<file path="config.mk">
export PLATFORM = sky130hd
export DESIGN_NAME = cacheline_adaptor
export DESIGN_NICKNAME = d
export VERILOG_FILES = /design/src/rtl/cacheline_adaptor.sv
export SDC_FILE = /design/constraint.sdc
export NUM_CORES = 1
export LEC_CHECK = 0
export ABC_AREA = 1
export BUFFER_PORTS_ARGS = -buffer_cell sky130_fd_sc_hd__buf_2
export CAP_MARGIN = 10
export CORE_AREA = 4 4 278 280
export DETAILED_ROUTE_END_ITERATION = 7
export DIE_AREA = 0 0 282 284
export SETUP_SLACK_MARGIN = 0.5
export SLEW_MARGIN = 20
export SYNTH_ARGS = -nofsm -noshare
export SYNTH_HDL_FRONTEND = slang
export SYNTH_SLANG_ARGS = --single-unit
</file>
<file path="constraint.sdc">
create_clock -name clk -period 2.6 [get_ports clk]
set_input_delay 0.52 -clock clk [delete_from_list [all_inputs] [get_ports clk]]
set_output_delay 0.52 -clock clk [all_outputs]
set_load 0.02 [all_outputs]
</file>
<file path="src/rtl/cacheline_adaptor.sv">
// Bridges a 256-bit cache line port to a 64-bit burst memory, lowest beat first.
// Optional watchdog abort when built with ADAPTOR_TIMEOUT_EN (adds timeout_o).
module cacheline_adaptor #(
   parameter int LINE_W      = 256,
   parameter int BURST_W     = 64,
   parameter int TIMEOUT_CYC = 1024
) (
   input  logic               clk,
   input  logic               rst,
   input  logic [LINE_W-1:0]  line_i,
   output logic [LINE_W-1:0]  line_o,
   input  logic [31:0]        address_i,
   input  logic               read_i,
   input  logic               write_i,
   output logic               resp_o,
   input  logic [BURST_W-1:0] burst_i,
   output logic [BURST_W-1:0] burst_o,
   output logic [31:0]        address_o,
   output logic               read_o,
   output logic               write_o,
   input  logic               resp_i
`ifdef ADAPTOR_TIMEOUT_EN
   ,
   output logic               timeout_o
`endif
);

   localparam int BEATS = LINE_W / BURST_W;
   localparam int CNT_W = (BEATS > 1) ? $clog2(BEATS) : 1;

   localparam logic [1:0] S_IDLE = 2'd0;
   localparam logic [1:0] S_RD   = 2'd1;
   localparam logic [1:0] S_WR   = 2'd2;
   localparam logic [1:0] S_DONE = 2'd3;

   generate
      if ((LINE_W % BURST_W) != 0 || TIMEOUT_CYC < 1) begin : g_bad_cfg
         $error("cacheline_adaptor: LINE_W must be a multiple of BURST_W and TIMEOUT_CYC >= 1");
      end
   endgenerate

   logic [1:0]        r_state;
   logic [CNT_W-1:0]  r_cnt;
   logic [LINE_W-1:0] r_line;
   logic [LINE_W-1:0] r_buf;
   logic [31:0]       r_addr;
   logic              w_last;

   assign w_last    = (r_cnt == CNT_W'(BEATS - 1));
   assign line_o    = r_line;
   assign address_o = r_addr;
   assign read_o    = (r_state == S_RD);
   assign write_o   = (r_state == S_WR);
   assign resp_o    = (r_state == S_DONE);
   assign burst_o   = r_buf[r_cnt*BURST_W +: BURST_W];

`ifdef ADAPTOR_TIMEOUT_EN
   localparam int TO_W = $clog2(TIMEOUT_CYC + 1);
   logic [TO_W-1:0] r_idle;
   logic            r_timeout;
   assign timeout_o = r_timeout;
`endif

   always_ff @(posedge clk) begin
      if (rst) begin
         r_state <= S_IDLE;
         r_cnt   <= '0;
         r_line  <= '0;
         r_buf   <= '0;
         r_addr  <= '0;
`ifdef ADAPTOR_TIMEOUT_EN
         r_idle    <= '0;
         r_timeout <= 1'b0;
`endif
      end else begin
`ifdef ADAPTOR_TIMEOUT_EN
         r_timeout <= 1'b0;
`endif
         case (r_state)
            S_IDLE: begin
               // Read has priority; a concurrent write is simply not taken.
               if (read_i || write_i) begin
                  r_state <= read_i ? S_RD : S_WR;
                  r_addr  <= address_i & 32'hFFFF_FFE0;
                  r_cnt   <= '0;
`ifdef ADAPTOR_TIMEOUT_EN
                  r_idle  <= '0;
`endif
                  if (!read_i) begin
                     r_buf <= line_i;
                  end
               end
            end
            S_RD, S_WR: begin
               if (resp_i) begin
                  if (r_state == S_RD) begin
                     r_line[r_cnt*BURST_W +: BURST_W] <= burst_i;
                  end
                  r_cnt <= r_cnt + CNT_W'(1);
`ifdef ADAPTOR_TIMEOUT_EN
                  r_idle <= '0;
`endif
                  if (w_last) begin
                     r_state <= S_DONE;
                  end
               end
`ifdef ADAPTOR_TIMEOUT_EN
               // Abort after TIMEOUT_CYC beat-less cycles; captured data is kept.
               else if (r_idle == TO_W'(TIMEOUT_CYC - 1)) begin
                  r_state   <= S_IDLE;
                  r_timeout <= 1'b1;
                  r_idle    <= '0;
               end else begin
                  r_idle <= r_idle + TO_W'(1);
               end
`endif
            end
            default: begin
               r_state <= S_IDLE;
            end
         endcase
      end
   end

endmodule

</file>
==> key figures <==
Setup path
  – FF-to-FF setup slack: ~0.56 ns
  – Worst path cell trace: buf_12 -> inv_8 -> buf_12 -> o21ai_0 -> o22ai_1 -> buf_4
  – Crit path top cell by count: buf_12
  – Crit path capture: burst_o[22]
  – Worst Setup Start Kind: flop
  – CP top delay family: buffers and inverters
  – R2R Path End: line_o[69]$_SDFFE_PP0P_
  – Max FO, Critical Path: 24
  – WP buf/inv: 4
  – Worst Setup End Kind: output port
  – Worst flop-to-flop path startpoint: r_cnt[0]$_SDFFE_PP0P_
  – Worst path max stage delay: 0.37 ns
  – CP Launch Point: r_cnt[1]$_SDFFE_PP0P_
  – Kind of critical path: flop to output port
  – Critical-path top delay cell: dfxtp_4
  – Critical Path RT: between 2 and 2.5 ns
  – Worst Path Arrival: a little under 2 ns
  – R2R depth: 10
  – CP Depth: 6

Route
  – Initial DRC count: 1668
  – DR pass1 iterations: 5
  – Antenna Nets Post-Route: 0
  – Post-Route WL: 90500 um
  – Via/cell ratio: 4.84
  – Wirelength per Cell: 19.5 um
  – DRC: 0
  – Vias: between 20000 and 25000

Hold path
  – Hold Crit Class: primary input to flop
  – Worst hold start: address_i[29]

Clocking
  – CTS Buffer Depth: 3
  – Root buf cell: clkbuf_16
  – Htree depth: 2
  – Clock latency at the later pin of the worst-skew pair: between 0.6 and 0.7 ns
  – TritonCTS clock tree: yes
  – TritonCTS buffer count: 61
  – Hold bufs inserted after CTS: 0
  – Clock sink count: 543
  – Reg clk slew, reported paths: 0.06 ns

Logic synthesis
  – Largest family of logic cells by synthesized area: compound AO/OA/AOI/OAI gates
  – Yosys top cell by area: dfxtp_1
  – Synth Register Bits: around 540
  – Syn_area_per_cell: about 7.4 sq um
  – Synth Area in XOR/XNOR: 0%
  – Synth cell types: 22
  – Synth top area cells: dfxtp_1 (50%), a21oi_1 (12%), o21ai_0 (11%)
  – Post-synthesis share of cell area spent on full adders, half adders and majority gates: 0.573%
  – Synth Flop Type: dfxtp_1
  – Post-synth top cells: dfxtp_1 (543), a21oi_1 (541), o21ai_0 (477)
  – Mapped cell area: 21800 sq um
  – Post-synthesis mux area share: 0%
  – Yosys top cell area share: about half
  – Total number of yosys warnings: 0
  – Simple-Gate Fraction of Synth Area: 13.5%
  – Post-synthesis sequential area ratio: about half
  – Post-synthesis compound-gate area fraction: 25.5%
  – Post-synth EDFFs: 0
  – Mapped Cells: 2954
  – Most frequent cell after synthesis: dfxtp_1
  – Asr flop ratio synth: 0%

Floorplanning
  – Die area: 80100 sq um
  – Die X: 282 um
  – Num rows: 100
  – Die Ht: roughly 280 um
  – Initial Utilization: roughly 29%
  – I/O pin total: 712
  – CORE AREA: between 70000 and 80000 sq um

STA
  – Final setup fails: 0
  – Worst Max-Slew Pin Slew: 0.897 ns
  – Max frequency: just over 400 MHz
  – Slew headroom: a little over 40%
  – Final setup margin: 0.137 ns
  – Hold Slack: 0.157 ns
  – Final worst path period need: ~2.5 ns
  – Slew Limit Fails: 0
  – Setup TNS: 0 ns
  – RSZ-0062 raised after global routing: true
  – Final hold violations: 0
  – Clock Skews: approximately 0.012 ns
  – Period utilization: about 95%

Finish
  – Area grow syn2layout: 39.7%
  – Layout cells sized above 1: between 20 and 30%
  – Nets: around 4000
  – Post-route cell area: 30500 sq um
  – Filler instances: 7727

Pwr
  – Total chip power: 33.5 mW
  – Peak supply drop: 0.000687 V
  – NetSw: 13.1 mW
  – PwrDens: 1100 nW/um^2
  – P_int: 20.4 mW
  – Sequential share of power: 29.6%
  – Sw frac: 39.2%
  – Clk network pwr share: 26.5%
  – Combinational fraction of design power: 43.9%
  – Leakage: 13.1 nW

Place
  – I/O Buffers: 701
  – GPL Wtd Cong: 0.866
  – DP HPWL: 56200 um
  – Post-DP Area: 26300 sq um
  – Pre-CTS WS: 0.452 ns

GRT
  – Vias in the first global route: 20382
  – Pin count of the biggest net entering global routing: 179
  – Total grt overflow: 0
  – Global Route Usage Sum: 19.9%
  – Initial antenna violation count: 25
  – First-pass GRT wire length: roughly 120000 um

Run status
  – Status: complete, no violations

Job
  – Max cap viols: 0
-- per-layer routing --
metal	GRT usage, %	wire length (um)
met3	5.41	7750
met4	7.32	3190
met1	24.9	36900
met2	32.7	42600
met5	0	84
-- repair_timing --
item | in CTS | in global routing
pin swaps | 20 | 34
resized for setup | 185 | 109
buffers inserted | 16 | 17
cloned | 16 | 18
endpoints found under the setup margin | 93 | 244
-- layout make-up --
class	count	area, sq um	share of cell area, %
flip-flops and latches	543	10900	35.7
multi-input cells	1827	9070	29.8
repair buffers	833	5930	19.5
clock buffers	95	1860	6.09
inverters	333	1280	4.20
well taps	969	1210	3.98
clock inverters	17	211	0.694
diodes	16	40.0	0.131
-- cell families (layout without fill, tap and decap cells) --
| kind of cell | after synthesis | in the layout |
|---|---|---|
| compound gates | 1095 | 1095 |
| simple gates | 717 | 717 |
| buf+inv | 588 | 1278 |
| flops | 543 | 543 |
| fa+ha+maj | 10 | 10 |
| other cells | 1 | 21 |
-- metrics by stage --
| stage | util, % | cells |
|---|---|---|
| after global placement | 35.4 | 4438 |
| after CTS | 39.6 | 4582 |
| after detailed placement | 35.4 | 4438 |
| after floorplan | - | 2958 |
| final | 40.9 | 4633 |
| after global routing | 40.9 | 4630 |
-- worst min-delay path, delay by kind of cell --
kind,cells,cell delay [ns]
AO/OA/AOI/OAI,1,0.05
AND/OR/NAND/NOR,1,0.05
buffers and inverters,1,0.09
-- power groups by stage --
stage	clock network (mW)	registers (mW)	logic, mW
after floorplan	0	10.3	6.41
after global placement	0	9.99	10.9
after detailed placement	0	10.0	10.9
after CTS	9.09	9.88	13.4
after global routing	9.39	10.0	15.8
final	8.89	9.91	14.7
-- flip-flops by register name, indices dropped and copies added, names as in the netlist --
signal,cells
r_state,2
r_cnt,2
line_o,256
r_buf,256
address_o,27
-- how the worst min path moves through the flow --
| stage | endpoint | slack [ns] | cells past startpoint |
|---|---|---|---|
| final | address_o[29]$_SDFFE_PP0P_ | 0.16 | 3 |
| after global routing | address_o[25]$_SDFFE_PP0P_ | 0.13 | 3 |
| after CTS | address_o[25]$_SDFFE_PP0P_ | 0.11 | 3 |
| after detailed placement | r_buf[133]$_SDFFE_PP0P_ | 0.43 | 2 |
| after global placement | r_buf[126]$_SDFFE_PP0P_ | 0.43 | 2 |
| after floorplan | r_buf[100]$_SDFFE_PP0P_ | 0.42 | 2 |
-- cells in the final DEF, fill, tap and decap left out, types with 12 or more instances in the layout --
| master | synthesis | final |
|---|---|---|
| buf_4 | 12 | 97 |
| o21ai_0 | 477 | 409 |
| buf_2 | 54 | 634 |
| nand3_1 | 160 | 158 |
| o22ai_1 | 64 | 45 |
| o21ai_1 | 12 | 50 |
| buf_12 | 0 | 34 |
| dfxtp_1 | 543 | 539 |
| nand2_1 | 335 | 333 |
| a21oi_1 | 541 | 541 |
| clkbuf_1 | 168 | 15 |
| diode_2 | 0 | 16 |
| nor2_4 | 5 | 12 |
| nor2_1 | 213 | 198 |
| clkbuf_8 | 0 | 18 |
| clkbuf_16 | 0 | 78 |
| o21ai_2 | 0 | 24 |
| inv_1 | 330 | 327 |
| buf_6 | 0 | 28 |
| o22ai_2 | 0 | 17 |
| buf_16 | 0 | 19 |
Note: power is estimated with default switching activity, not from simulation.
